## src/rtl/tcdm_interconnect_pkg.sv

```systemverilog
// Shared definitions for the variable-latency TCDM interconnect target side.
// Parameterised payload types live next to their users; this holds defaults and helpers.
package tcdm_interconnect_pkg;

  localparam int unsigned DefaultNumIn        = 32;
  localparam int unsigned DefaultAddrMemWidth = 12;
  localparam int unsigned DefaultDataWidth    = 32;
  localparam int unsigned DefaultMemLatency   = 1;

  // Index width that stays legal for single-entry structures.
  function automatic int unsigned idx_width(input int unsigned n);
    return (n > 1) ? $clog2(n) : 1;
  endfunction

  // A read always answers; a write answers only when write responses are enabled.
  function automatic logic produces_resp(input logic wen, input logic write_resp);
    return !wen || write_resp;
  endfunction

endpackage

```

## src/rtl/variable_latency_resp_fifo.sv

```systemverilog
// Fall-through response FIFO: a push into an empty FIFO is visible on rdata in the same cycle.
// Asynchronous active-high reset clears pointers and occupancy only.
module variable_latency_resp_fifo
  import tcdm_interconnect_pkg::*;
#(
  parameter int unsigned Depth = 2,
  parameter type         T     = logic
) (
  input  logic clk,
  input  logic rst,
  input  logic push,
  input  T     wdata,
  input  logic pop,
  output T     rdata,
  output logic full,
  output logic empty
);

  localparam int unsigned PtrW = idx_width(Depth);
  localparam int unsigned CntW = $clog2(Depth + 1);

  T                mem [Depth];
  logic [PtrW-1:0] wr_ptr;
  logic [PtrW-1:0] rd_ptr;
  logic [CntW-1:0] count;
  logic            bypass;
  logic            do_write;
  logic            do_read;

  function automatic logic [PtrW-1:0] wrap_inc(input logic [PtrW-1:0] p);
    return (p == PtrW'(Depth - 1)) ? '0 : p + 1'b1;
  endfunction

  assign empty    = (count == '0);
  assign full     = (count == CntW'(Depth));
  // An entry pushed and popped in the same cycle while empty never touches storage.
  assign bypass   = empty & push & pop;
  assign do_write = push & ~bypass;
  assign do_read  = pop & ~empty;
  assign rdata    = empty ? wdata : mem[rd_ptr];

  // NOTE: sequential state uses <= so every flop samples pre-edge values regardless of statement order.
  always_ff @(posedge clk or posedge rst) begin
    if (rst) begin
      wr_ptr <= '0;
      rd_ptr <= '0;
      count  <= '0;
    end else begin
      if (do_write) wr_ptr <= wrap_inc(wr_ptr);
      if (do_read)  rd_ptr <= wrap_inc(rd_ptr);
      count <= count + CntW'(do_write) - CntW'(do_read);
    end
  end

  // NOTE: storage has no reset; a slot is only read after being written, so clearing it buys nothing.
  always_ff @(posedge clk) begin
    if (do_write) mem[wr_ptr] <= wdata;
  end

endmodule

```

## src/rtl/variable_latency_bank_responder.sv

```systemverilog
// Target-side TCDM endpoint: accepts requests, drives a fixed-latency SRAM bank and returns
// tagged responses; a credit counter sized to the response FIFO makes response loss impossible.
module variable_latency_bank_responder
  import tcdm_interconnect_pkg::*;
#(
  parameter int unsigned NumIn         = DefaultNumIn,
  parameter int unsigned AddrMemWidth  = DefaultAddrMemWidth,
  parameter int unsigned DataWidth     = DefaultDataWidth,
  parameter int unsigned BeWidth       = DataWidth / 8,
  parameter int unsigned MemLatency    = DefaultMemLatency,
  parameter int unsigned RespFifoDepth = MemLatency + 1,
  parameter bit          WriteResp     = 1'b0
) (
  input  logic                       clk_i,
  input  logic                       rst_i,
  input  logic                       req_valid_i,
  output logic                       req_ready_o,
  input  logic [$clog2(NumIn)-1:0]   req_ini_addr_i,
  input  logic [AddrMemWidth-1:0]    req_tgt_addr_i,
  input  logic                       req_wen_i,
  input  logic [DataWidth-1:0]       req_wdata_i,
  input  logic [BeWidth-1:0]         req_be_i,
  output logic                       resp_valid_o,
  input  logic                       resp_ready_i,
  output logic [$clog2(NumIn)-1:0]   resp_ini_addr_o,
  output logic [DataWidth-1:0]       resp_rdata_o,
  output logic                       mem_req_o,
  output logic [AddrMemWidth-1:0]    mem_addr_o,
  output logic                       mem_wen_o,
  output logic [DataWidth-1:0]       mem_wdata_o,
  output logic [BeWidth-1:0]         mem_be_o,
  input  logic [DataWidth-1:0]       mem_rdata_i
);

  localparam int unsigned IniW = $clog2(NumIn);
  localparam int unsigned CntW = $clog2(RespFifoDepth + 1);

  if (MemLatency < 1) begin : g_bad_latency
    $error("MemLatency must be at least 1");
  end
  if (RespFifoDepth < 1) begin : g_bad_depth
    $error("RespFifoDepth must be at least 1");
  end

  typedef struct packed {
    logic [IniW-1:0]      ini_addr;
    logic [DataWidth-1:0] rdata;
  } resp_entry_t;

  logic [CntW-1:0]       cnt;
  logic                  handshake;
  logic                  accept_resp;
  logic                  pop;
  logic                  push;
  logic                  fifo_full;
  logic                  fifo_empty;
  resp_entry_t           push_entry;
  resp_entry_t           head;
  logic [MemLatency-1:0] pipe_vld;
  logic [MemLatency-1:0] pipe_wr;
  logic [IniW-1:0]       pipe_ini [MemLatency];

  // Credit covers both in-flight SRAM reads and queued responses, so ready never
  // needs to look at resp_ready_i.
  assign req_ready_o = !rst_i && (cnt < CntW'(RespFifoDepth));
  assign handshake   = req_valid_i & req_ready_o;
  assign accept_resp = handshake & produces_resp(req_wen_i, WriteResp);

  assign mem_req_o   = handshake;
  assign mem_addr_o  = req_tgt_addr_i;
  assign mem_wen_o   = req_wen_i;
  assign mem_wdata_o = req_wdata_i;
  assign mem_be_o    = req_be_i;

  always_ff @(posedge clk_i or posedge rst_i) begin
    if (rst_i) begin
      pipe_vld <= '0;
      cnt      <= '0;
    end else begin
      pipe_vld[0] <= accept_resp;
      for (int i = 1; i < MemLatency; i++) pipe_vld[i] <= pipe_vld[i-1];
      cnt <= cnt + CntW'(accept_resp) - CntW'(pop);
    end
  end

  // Tag payload travels alongside the valid bits; it is only meaningful where vld is set.
  always_ff @(posedge clk_i) begin
    if (accept_resp) begin
      pipe_ini[0] <= req_ini_addr_i;
      pipe_wr[0]  <= req_wen_i;
    end
    for (int i = 1; i < MemLatency; i++) begin
      pipe_ini[i] <= pipe_ini[i-1];
      pipe_wr[i]  <= pipe_wr[i-1];
    end
  end

  assign push = pipe_vld[MemLatency-1];

  always_comb begin
    // NOTE: assigning a full default first keeps this block free of inferred latches.
    push_entry          = '0;
    push_entry.ini_addr = pipe_ini[MemLatency-1];
    if (!pipe_wr[MemLatency-1]) push_entry.rdata = mem_rdata_i;
  end

  variable_latency_resp_fifo #(
    .Depth (RespFifoDepth),
    .T     (resp_entry_t)
  ) u_resp_fifo (
    .clk   (clk_i),
    .rst   (rst_i),
    .push  (push),
    .wdata (push_entry),
    .pop   (pop),
    .rdata (head),
    .full  (fifo_full),
    .empty (fifo_empty)
  );

  assign resp_valid_o    = !fifo_empty || push;
  assign pop             = resp_valid_o & resp_ready_i;
  assign resp_ini_addr_o = head.ini_addr;
  assign resp_rdata_o    = head.rdata;

  a_no_overflow: assert property (@(posedge clk_i) disable iff (rst_i) !(push && fifo_full));
  a_cnt_bound:   assert property (@(posedge clk_i) disable iff (rst_i) cnt <= CntW'(RespFifoDepth));

endmodule

```

## config.mk

```make
export PLATFORM = sky130hd
export DESIGN_NAME = variable_latency_bank_responder
export DESIGN_NICKNAME = d
export VERILOG_FILES = /design/src/rtl/tcdm_interconnect_pkg.sv /design/src/rtl/variable_latency_resp_fifo.sv /design/src/rtl/variable_latency_bank_responder.sv
export SDC_FILE = /design/constraint.sdc
export NUM_CORES = 1
export LEC_CHECK = 0
export BUFFER_PORTS_ARGS = -buffer_cell sky130_fd_sc_hd__buf_2
export CORE_ASPECT_RATIO = 0.5
export CORE_UTILIZATION = 35
export CTS_BUF_LIST = sky130_fd_sc_hd__clkbuf_8
export DETAILED_ROUTE_END_ITERATION = 10
export PLACE_DENSITY = 0.58
export REMOVE_ABC_BUFFERS = 1
export SLEW_MARGIN = 10
export SYNTH_ARGS = -nofsm -noshare
export SYNTH_HDL_FRONTEND = slang
export SYNTH_SLANG_ARGS = --single-unit
```

## constraint.sdc

```tcl
create_clock -name clk_i -period 7.5 [get_ports clk_i]
set_input_delay 0.375 -clock clk_i [delete_from_list [all_inputs] [get_ports clk_i]]
set_output_delay 0.375 -clock clk_i [all_outputs]
set_load 0.01 [all_outputs]
```

==> impl_summary.md <==
Floorplan
The floorplan has 27 rows. The area of the die is between 10,000 and 15,000 sq um. The floorplan step defined a core boundary enclosing ~11,000 sq um. The width of the die is approximately 160 um. The starting density of the core is 0.3695. For this design the top-level I/O count stands at 179.

The floorplan step set the die height to just under 80 um.

Logic synthesis
A synthesized cell averages about 13 sq um. The portion of netlist area occupied by mux cells is 0.08884. The cell count after synthesis came out at between 300 and 400. The netlist uses 27 different library cells. The area share of the largest cell type after synthesis is 0.5762. Of the synthesized area, sequential elements account for 0.6182. The cell taking the most area after synthesis is sky130_fd_sc_hd__edfxtp_1. The warning count from the yosys run is 0.

The area fraction in compound gates after synthesis was 0.05162. Of the total synthesized cell area, the portion taken by AND, OR, NAND and NOR gates is 0.09814. The xor and xnor area share after synthesis is 0.01471. The dominant combinational cell family by area after synthesis is buffers and inverters.

The area share of fa/ha/maj cells after synthesis is 0.009004. The synthesized netlist occupies a cell area of between 4000 and 5000 sq um. By area the synthesized netlist is led by sky130_fd_sc_hd__edfxtp_1, sky130_fd_sc_hd__buf_4, sky130_fd_sc_hd__mux2i_1. After synthesis the netlist holds a flip-flop and latch count of a little under 90.

Global route
Global routing finished with a remaining overflow of 0. The number of global-route vias before repair is 2,397. In the global route stage, overall resource usage came out at 0.1642. The largest net degree at the start of global routing is 75. The initial antenna violation count is 0. The global-route wire length before repair is ~14,000 um.

CTS
The number of buffers between clock root and the deepest sink is 2. The TritonCTS clock tree is done. The clock buffer count from CTS is 9. The clock transition at the registers of the reported paths is around 0.090 ns. The clock root buffer is sky130_fd_sc_hd__clkbuf_8. The H-tree generated during clock tree synthesis spans 3 levels. Clock latency on the worst-skew pair, taken at its later pin, is approximately 0.36 ns. The clock sink total is 87.

Setup path
The slowest stage of the critical path is the sky130_fd_sc_hd__edfxtp_1 cell. The worst reg-to-reg path cell count is 4. The largest fanout of any net on the critical path is 32.

The worst setup path is captured at an output pin. In this run the worst setup path terminates at resp_rdata_o[20]. Among cell families on the critical path, the largest total delay comes from flip-flops. The kind of critical path is flip-flop to output pin. Data on the critical path is required at its endpoint by 7.12 ns.

The worst register-to-register path ends at u_resp_fifo.mem[1][26]. The beginning of the worst register-to-register path is u_resp_fifo.count[1]. The combined buffer and inverter count along the critical path is 1.

STA puts the critical path data arrival time at ~2.1 ns. The start point of the critical path is pipe_wr. The count of cell instances traversed by the critical path is 4. Walking the worst path, the cells encountered are and2b_1 > nand2_1 > o21ai_1 > buf_2. The maximum cell stage delay along the critical path is 1.15 ns. The worst setup path is launched from a flip-flop. The register-to-register setup slack is between 5 and 6 ns.

Placement
The total placed instance area is about 4300 sq um. In this run, placement finished with an instance count of a little over 500. The detailed placer's ending HPWL is 6622 um.

Buffers placed on the I/O ports in this run total between 80 and 90. The last weighted congestion value of the routability-driven placer is between 0.6 and 0.7.

Cells and area
The share of cells above drive strength 1 is 0.3011. The number of nets at the end of the flow is 450. The area growth from synthesis to final layout is 10.08%. In the layout the commonest cells are sky130_fd_sc_hd__buf_2, sky130_fd_sc_hd__edfxtp_1, sky130_fd_sc_hd__nand2_1, sky130_fd_sc_hd__mux2i_1, sky130_fd_sc_hd__nor2b_1. The library cell used most frequently in the layout, excluding fill and tap cells, is sky130_fd_sc_hd__buf_2.

The repair_antennas step left the layout with diodes totalling 0. The filler-free cell count of the finished design is between 500 and 600. The total non-filler cell area in the finished layout is 4589 sq um.

Outcome
The run finished with clean final reports.

Route
In the routed layout, each cell is associated on average with a via count of approximately 4.7. The routed design has just under 10,000 um of wire. The number of vias after detailed routing is 2,460. The residual DRC count is 0.

The first detailed-routing pass took 4 iterations. The post-detailed-route count of antenna-violating nets is 0. The number of DRC markers after the initial detailed-route iteration is about 180. The average detailed-routed wire length per instance is 18.69 um.

Power
Dividing total power by cell area gives a power density of roughly 320 nW/um^2. For this design the static power due to leakage is 1.782 nW. The total power after layout is about 1.5 mW. Across the VDD grid, the largest voltage drop is around 0.16 mV.

STA
The actual transition at the worst max-transition pin is between 1 and 1.5 ns. The number of hold violations in the final report was 0. The period utilization is 0.3344. Measured against its own limit, the worst slew margin works out to 0.2021.

The number of max-slew violations in the final report is 0. Subtracting the final worst setup slack from the clock period gives approximately 2.5 ns. After routing, the total negative slack on setup checks comes to 0 ns. The final count of negative-setup-slack endpoints is 0.

Based on the critical path, the design can be clocked at up to approximately 400 MHz. Setup repair after global routing left no endpoint under its margin. The clock arrives with 0.01160 ns of skew.

Job
The count of max-cap constraint violations is 0.

Hold path
The worst min-delay path class is primary input to flip-flop.
## synthesized netlist by cell type
cell type	number
sky130_fd_sc_hd__inv_1	6
sky130_fd_sc_hd__o21ai_1	22
sky130_fd_sc_hd__a211o_1	1
sky130_fd_sc_hd__a21oi_1	1
sky130_fd_sc_hd__edfxtp_1	80
sky130_fd_sc_hd__buf_4	53
sky130_fd_sc_hd__nor2_2	1
sky130_fd_sc_hd__buf_2	3
sky130_fd_sc_hd__xnor2_1	4
sky130_fd_sc_hd__ha_1	3
sky130_fd_sc_hd__nand2b_1	1
sky130_fd_sc_hd__buf_6	4
sky130_fd_sc_hd__and2_1	1
sky130_fd_sc_hd__clkbuf_2	2
sky130_fd_sc_hd__nand2_1	38
sky130_fd_sc_hd__and2b_1	8
sky130_fd_sc_hd__buf_1	1
sky130_fd_sc_hd__mux2i_1	37
sky130_fd_sc_hd__dfrtp_1	7
sky130_fd_sc_hd__or2_4	1
sky130_fd_sc_hd__o21ai_0	15
sky130_fd_sc_hd__nor2_4	1
sky130_fd_sc_hd__nor2_1	3
sky130_fd_sc_hd__xor2_1	3
sky130_fd_sc_hd__nor2b_1	25
sky130_fd_sc_hd__o21ai_4	1
sky130_fd_sc_hd__clkbuf_1	1
## repair_timing
action | in CTS | in global routing
setup buffers | 0 | 0
hold endpoints to repair | 7 | 0
gates resized for setup | 0 | 0
hold buffers | 1 | 0
## worst min-delay path by stage
stage | from | end | slack, ns | cells after the start
3_3_place_gp | rst_i | cnt[0] | 0.34 | 2
4_1_cts | req_ini_addr_i[2] | pipe_ini[0][2] | 0.16 | 1
5_1_grt | req_ini_addr_i[1] | pipe_ini[0][1] | 0.16 | 1
3_5_place_dp | rst_i | cnt[1] | 0.33 | 2
6_report | req_ini_addr_i[2] | pipe_ini[0][2] | 0.18 | 1
2_1_floorplan | rst_i | cnt[0] | 0.18 | 1
## layout make-up
cell class	count	area (sq um)
clock buffer	10	137.6
timing repair buffer	87	450.4
inverter	6	22.52
sequential	87	2579
multi-input combinational	166	1109
clock inverter	6	92.59
fill	1100	6694
tap	159	198.9
## layer usage
layer  global-route usage  up-vias  wire length (um)
met5               0.1039        -               162
met4              0.04412        6               103
met3               0.1234       14              1370
met2               0.2121      128              3821
met1               0.2006     1168              4282
li1                     -     1144                 -
## report_power, final
group / switching [mW] / internal, mW
registers: 0.0266 / 0.572
clock network: 0.168 / 0.198
logic: 0.308 / 0.218
total: 0.502 / 0.988
## cell families after synthesis
group,after synthesis
AOI/OAI and AO/OA,40
xor gates and xnor gates,7
adders and majority gates,3
buffers and inverters,70
DFF,87
muxes,37
and+or+nand+nor,79
## flip-flops by register name (all words and copies together) (netlist names)
signal / flops
pipe_wr: 1
u_resp_fifo.mem: 74
pipe_vld: 1
cnt: 2
pipe_ini: 5
u_resp_fifo.rd_ptr: 1
u_resp_fifo.wr_ptr: 1
u_resp_fifo.count: 2
## metrics by stage
step | hold slack (ns) | util | setup slack, ns
after global placement | 0.3400 | 0.3855 | 5.369
after CTS | 0.1580 | 0.4067 | 4.940
after detailed placement | 0.3338 | 0.3855 | 5.364
final | 0.1840 | 0.4067 | 4.992
after global routing | 0.1553 | 0.4067 | 4.764
after floorplan | 0.1784 | - | 4.888
(Power assumes the default switching activity.)
